$ cat src/rtl/shared_pkg.sv
`default_nettype none
// ============================================================================
//  Module   : shared_pkg
//  Purpose  : Shared types and constants for the SPI slave / RAM slice.
//  Revision : 1.0  initial release
// ============================================================================
package shared_pkg;

    // RAM data width; SPI words carry a 2-bit opcode on top of this.
    localparam int MEM_WIDTH = 8;

    typedef enum logic [2:0] {
        IDLE      = 3'd0,
        CHK_CMD   = 3'd1,
        WRITE     = 3'd2,
        READ_ADD  = 3'd3,
        READ_DATA = 3'd4
    } spi_state_e;

    // Opcodes carried in rx_data[9:8]; decoded by the RAM, not by the slave.
    localparam logic [1:0] WR_ADDR = 2'b00;
    localparam logic [1:0] WR_DATA = 2'b01;
    localparam logic [1:0] RD_ADDR = 2'b10;
    localparam logic [1:0] RD_DATA = 2'b11;

endpackage
`default_nettype wire

$ cat src/rtl/spi_tx_serializer.sv
`default_nettype none
// ============================================================================
//  Module   : spi_tx_serializer
//  Purpose  : Loads one RAM read word and shifts it out MSB first, then
//             returns the line to 0 and flags completion.
//  Revision : 1.0  initial release
// ============================================================================
module spi_tx_serializer #(
    parameter int WIDTH = 8
) (
    input  logic             clk,
    input  logic             rst_n,
    input  logic             i_clear,
    input  logic             i_load,
    input  logic [WIDTH-1:0] i_data,
    output logic             o_serial,
    output logic             o_done
);

    localparam int                 c_cnt_w = (WIDTH > 1) ? $clog2(WIDTH) : 1;
    localparam logic [c_cnt_w-1:0] c_last  = c_cnt_w'(WIDTH - 1);

    logic [WIDTH-1:0]   r_shift;
    logic [c_cnt_w-1:0] r_cnt;
    logic               r_busy;
    logic               r_serial;

    // Completion is the edge that drives the line back to 0 after the LSB.
    assign o_done   = r_busy && (r_cnt == c_last) && !i_clear;
    assign o_serial = r_serial;

    // Load puts the MSB on the line immediately; each later edge advances one bit.
    always_ff @(posedge clk or negedge rst_n) begin
        if (!rst_n) begin
            r_shift  <= '0;
            r_cnt    <= '0;
            r_busy   <= 1'b0;
            r_serial <= 1'b0;
        end else if (i_clear) begin
            r_cnt    <= '0;
            r_busy   <= 1'b0;
            r_serial <= 1'b0;
        end else if (i_load && !r_busy) begin
            r_shift  <= {i_data[WIDTH-2:0], 1'b0};
            r_cnt    <= '0;
            r_busy   <= 1'b1;
            r_serial <= i_data[WIDTH-1];
        end else if (r_busy) begin
            if (r_cnt == c_last) begin
                r_busy   <= 1'b0;
                r_serial <= 1'b0;
            end else begin
                r_serial <= r_shift[WIDTH-1];
                r_shift  <= {r_shift[WIDTH-2:0], 1'b0};
                r_cnt    <= r_cnt + c_cnt_w'(1);
            end
        end
    end

endmodule
`default_nettype wire

$ cat src/rtl/spi_slave_ctrl.sv
`default_nettype none
// ============================================================================
//  Module   : spi_slave_ctrl
//  Purpose  : SPI slave front-end for the single-port RAM. Deserialises MOSI
//             frames into {opcode, payload} words and serialises RAM read
//             data onto MISO.
//  Revision : 1.0  initial release
// ============================================================================
module spi_slave_ctrl #(
    parameter int MEM_WIDTH = shared_pkg::MEM_WIDTH,
    parameter int CNT_W     = 4
) (
    input  logic                 clk,
    input  logic                 rst_n,
    input  logic                 SS_n,
    input  logic                 MOSI,
    output logic                 MISO,
    output logic [MEM_WIDTH+1:0] rx_data,
    output logic                 rx_valid,
    input  logic [MEM_WIDTH-1:0] tx_data,
    input  logic                 tx_valid
);

    import shared_pkg::*;

    // Index of the last word bit, and the count meaning "word complete".
    localparam logic [CNT_W-1:0] c_last_bit   = CNT_W'(MEM_WIDTH + 1);
    localparam logic [CNT_W-1:0] c_word_count = CNT_W'(MEM_WIDTH + 2);

    spi_state_e           r_state;
    spi_state_e           w_next_state;
    logic [CNT_W-1:0]     r_bit_cnt;
    logic [MEM_WIDTH:0]   r_rx_shift;
    logic [MEM_WIDTH+1:0] r_rx_data;
    logic                 r_rx_valid;
    logic                 r_rd_addr_seen;
    logic                 r_tx_armed;

    logic w_data_state;
    logic w_shift_en;
    logic w_word_done;
    logic w_tx_load;
    logic w_tx_done;
    logic w_miso;

    assign w_data_state = (r_state == WRITE) || (r_state == READ_ADD) ||
                          (r_state == READ_DATA);
    // Bits past the word length in the same frame are ignored.
    assign w_shift_en   = !SS_n && w_data_state && (r_bit_cnt < c_word_count);
    assign w_word_done  = w_shift_en && (r_bit_cnt == c_last_bit);
    // tx_valid only counts while a READ_DATA word is waiting for its reply.
    assign w_tx_load    = r_tx_armed && tx_valid && !SS_n;

    assign rx_data  = r_rx_data;
    assign rx_valid = r_rx_valid;
    assign MISO     = w_miso;

    // State register.
    always_ff @(posedge clk or negedge rst_n) begin
        if (!rst_n) begin
            r_state <= IDLE;
        end else begin
            r_state <= w_next_state;
        end
    end

    // Next-state logic: the selector bit routes the frame; SS_n high always aborts.
    always_comb begin
        w_next_state = r_state;
        if (SS_n) begin
            w_next_state = IDLE;
        end else begin
            case (r_state)
                IDLE:      w_next_state = CHK_CMD;
                CHK_CMD: begin
                    if (!MOSI) begin
                        w_next_state = WRITE;
                    end else if (r_rd_addr_seen) begin
                        w_next_state = READ_DATA;
                    end else begin
                        w_next_state = READ_ADD;
                    end
                end
                WRITE,
                READ_ADD,
                READ_DATA: w_next_state = r_state;
                default:   w_next_state = IDLE;
            endcase
        end
    end

    // Receive shifter: rx_data only updates when a full word has arrived.
    always_ff @(posedge clk or negedge rst_n) begin
        if (!rst_n) begin
            r_bit_cnt  <= '0;
            r_rx_shift <= '0;
            r_rx_data  <= '0;
            r_rx_valid <= 1'b0;
        end else begin
            r_rx_valid <= 1'b0;
            if (SS_n) begin
                r_bit_cnt <= '0;
            end else if (w_shift_en) begin
                r_rx_shift <= {r_rx_shift[MEM_WIDTH-1:0], MOSI};
                r_bit_cnt  <= r_bit_cnt + CNT_W'(1);
                if (w_word_done) begin
                    r_rx_data  <= {r_rx_shift, MOSI};
                    r_rx_valid <= 1'b1;
                end
            end
        end
    end

    // Read handshake: remember the address phase and arm for the RAM reply.
    always_ff @(posedge clk or negedge rst_n) begin
        if (!rst_n) begin
            r_rd_addr_seen <= 1'b0;
            r_tx_armed     <= 1'b0;
        end else begin
            if (w_word_done && (r_state == READ_ADD)) begin
                r_rd_addr_seen <= 1'b1;
            end else if (w_tx_done) begin
                r_rd_addr_seen <= 1'b0;
            end

            if (SS_n || w_tx_load) begin
                r_tx_armed <= 1'b0;
            end else if (w_word_done && (r_state == READ_DATA)) begin
                r_tx_armed <= 1'b1;
            end
        end
    end

    spi_tx_serializer #(
        .WIDTH (MEM_WIDTH)
    ) u_tx_serializer (
        .clk      (clk),
        .rst_n    (rst_n),
        .i_clear  (SS_n),
        .i_load   (w_tx_load),
        .i_data   (tx_data),
        .o_serial (w_miso),
        .o_done   (w_tx_done)
    );

endmodule
`default_nettype wire

$ cat config.mk
export PLATFORM = sky130hd
export DESIGN_NAME = spi_slave_ctrl
export DESIGN_NICKNAME = d
export VERILOG_FILES = /design/src/rtl/shared_pkg.sv /design/src/rtl/spi_tx_serializer.sv /design/src/rtl/spi_slave_ctrl.sv
export SDC_FILE = /design/constraint.sdc
export NUM_CORES = 1
export LEC_CHECK = 0
export BUFFER_PORTS_ARGS = -buffer_cell sky130_fd_sc_hd__buf_2
export CORE_UTILIZATION = 55
export CTS_BUF_LIST = sky130_fd_sc_hd__clkbuf_2 sky130_fd_sc_hd__clkbuf_4 sky130_fd_sc_hd__clkbuf_8
export DETAILED_ROUTE_END_ITERATION = 10
export GPL_ROUTABILITY_DRIVEN = 0
export PLACE_DENSITY_LB_ADDON = 0.15
export SLEW_MARGIN = 20
export SYNTH_ARGS = -nofsm -noshare
export SYNTH_HDL_FRONTEND = slang
export SYNTH_SLANG_ARGS = --single-unit
$ cat constraint.sdc
create_clock -name clk -period 2.22 [get_ports clk]
set_input_delay 0.444 -clock clk [delete_from_list [all_inputs] [get_ports clk]]
set_output_delay 0.444 -clock clk [all_outputs]
set_load 0.01 [all_outputs]
==> results_dict.tcl <==
set metrics [dict create \
    worstPathRequired_ns 2.47 \
    viasPerCell 5.52 \
    hold_violations 0 \
    cts_setup_buffers 0 \
    pwr-share-seq_pct 54.3 \
    antenna_left 0 \
    worstPathArrival_ns 2.17 \
    drtPass1Iterations 4 \
    synth_top_cell_area_share_pct 56.3 \
    wirelength_um 3130 \
    cts_tree "yes" \
    grt_max_degree 26 \
    cp-end-kind "flop" \
    pwr-share-comb_pct 10.1 \
    netlist_instances 144 \
    insertedDiodeCount 0 \
    fin_skew_ns 0.00535 \
    die_w_um 59.6 \
    numCtsBuffers 5 \
    final_net_count 191 \
    seq_area_frac_synth_pct 56.3 \
    fmax_mhz 521 \
    rsz0062_at_grt "false" \
    hold_path.class "in2async" \
    grt_util_all_layers_pct 21.0 \
    coreArea_um2 3100 \
    vias 1209 \
    cts-root-buf "clkbuf_4" \
    pre_cts_ws_ns 0.319 \
    yosys.area.top_type "dfrtp_1" \
    clk_pin_slew_ns 0.12 \
    critical-path-slowest-cell "a211oi_4" \
    synth_ff_type "dfrtp_1" \
    postCtsHoldBufs 0 \
    post-route-period-util_pct 86.4 \
    antenna_found_initial 0 \
    leakagePower_nw 1.04 \
    synth.most_common_cell "dfrtp_1" \
    power_mw 1.69 \
    swShare_pct 23.1 \
    p_int_mw 1.30 \
    max_slew_margin_pct 59.5 \
    setup_ws_ns 0.302 \
    grt-ovfl-total 0 \
    cp.buffers_inverters 0 \
    ys_warn_count 0 \
    synthDistinctLibCells 37 \
    clockPowerShare_pct 35.7 \
    ys_top_cells_by_count "dfrtp_1 (41), mux2_2 (21), o22a_1 (12)" \
    ys_seq_elements 41 \
    outcome "complete, no violations" \
    drc 0 \
    synth_edf_count 0 \
    power.switching_uw 391 \
    layout.cells.non_filler 219 \
    tightest_slew_ns 0.608 \
    layout_min_cycle_time_ns 1.92 \
    layout-drive-gt1-share_pct 34.3 \
    post-place-cells 211 \
    synth_nets 161 \
    cp-start-kind "flop" \
    crit_path_cell_trace "or3b_4 > a211oi_4 > mux2_2" \
    ioPinCount 25 \
    slowest_delay_ns 0.48 \
    cts.path.max_buffers 2 \
    p_per_area_nw_per_um2 800 \
    crit_family "compound AO/OA/AOI/OAI gates" \
    drtIter0Drc 26 \
    cts.htree.levels 2 \
    io_buffers 24 \
    worst-setup-path-type "reg2reg" \
    drv_cap 0 \
    routedWlPerCell_um 14.3 \
    start_util_pct 58.7 \
    cts_resized 0 \
    synth_area_um2 1820 \
    grt_pass1_vias 1214 \
    cp_max_fo 9 \
    die_area_um2 3550 \
    syn_avg_cell_area_um2 12.7 \
    insertion_delay_ns 0.35 \
    setup_viol 0 \
    synthArstFlopShare_pct 100 \
    rows 20 \
    drv_slew 0 \
    synth.area.top_cells "dfrtp_1 (56%), mux2_2 (13%), o22a_1 (5.8%)" \
    fp.dieH_um 59.6 \
    setup_tns_ns 0 \
    syn2layout_area_growth_pct 16.1 \
    clock_sinks 41 \
    ir_worst_vdd_v 0.000515 \
    grt_pass1_wl_um 5310 \
    holdWs_ns 0.0480 \
    hpwl_um 2240 \
]
-- final cells by class --
class | count | area, µm²
timing repair buffer | 29 | 158
inverter | 8 | 30.0
clock buffer | 5 | 37.5
sequential | 41 | 1030
multi-input combinational | 89 | 741
clock inverter | 3 | 68.8
fill | 264 | 987
tap | 44 | 55.1
-- worst register-to-register path, cell delays in order (launching register included) --
cell,delay [ns]
dfrtp_1,0.47
or3b_4,0.46
a211oi_4,0.48
mux2_2,0.40
-- power groups by stage --
stage | clock (mW) | sequential (mW) | combinational, mW
floorplan | 0 | 0.905 | 0.130
global placement | 0 | 0.929 | 0.163
CTS | 0.624 | 0.920 | 0.174
detailed placement | 0 | 0.935 | 0.173
finish | 0.604 | 0.918 | 0.170
global route | 0.663 | 0.937 | 0.190
-- final timing paths --
check	startpoint	endpoint	slack, ns	depth (start not counted)
setup reg to reg	r_state[1]$_DFFE_PN0P_	r_rx_shift[8]$_DFFE_PN0P_	0.30	3
hold / removal	rst_n	r_rx_shift[8]$_DFFE_PN0P_	0.05	1
max in group asynchronous	rst_n	u_tx_serializer.r_cnt[1]$_DFFE_PN0P_	1.63	2
hold reg to reg	rx_data[6]$_DFFE_PN0P_	rx_data[6]$_DFFE_PN0P_	0.51	1
min in group clk	tx_data[0]	u_tx_serializer.r_shift[1]$_DFFE_PN0P_	0.34	3
setup / recovery	r_state[1]$_DFFE_PN0P_	r_rx_shift[8]$_DFFE_PN0P_	0.30	3
-- cells in the final DEF (no fill, tap or decap), drive strengths merged, types with 2 or more instances in the layout --
cell	count
bufinv	2
ha	4
nand3b	2
inv	9
nor2	3
a21oi	6
a211oi	4
buf	29
nor3	5
nor2b	6
nand2b	2
nand2	4
dfrtp	41
mux2i	2
mux2	21
clkbuf	5
o22a	12
-- per-stage QoR --
stage	util, %	area [µm²]
finish	68.2	2120
global route	68.2	2120
CTS	68.2	2120
detailed placement	64.8	2010
global placement	64.8	2010
floorplan	-	1820
-- registers in the layout, indices dropped and copies added, names as in the netlist --
name	flops
u_tx_serializer.o_serial	1
r_rd_addr_seen	1
r_state	3
u_tx_serializer.r_cnt	3
r_tx_armed	1
r_rx_shift	9
u_tx_serializer.r_shift	7
rx_data	10
u_tx_serializer.r_busy	1
r_bit_cnt	4
rx_valid	1
-- layer usage --
layer | vias to the layer above | wire (µm) | track usage (%)
li1 | 581 | - | -
met2 | 25 | 1570 | 34.5
met1 | 597 | 1370 | 25.2
met5 | - | 0 | 0
met4 | 0 | 53 | 8.97
met3 | 6 | 136 | 7.21
-- logic make-up (layout without fill, tap and decap cells) --
logic type,count (synthesis),count (layout),synth area share [%]
AOI/OAI and AO/OA,32,32,13.9
and+or+nand+nor,29,29,9.47
adders and majority gates,4,4,2.75
DFF,41,41,56.3
muxes,23,23,14.1
buffers and inverters,14,45,3.09
xor gates and xnor gates,1,1,0.481
Power figures use the tool's default switching activity.
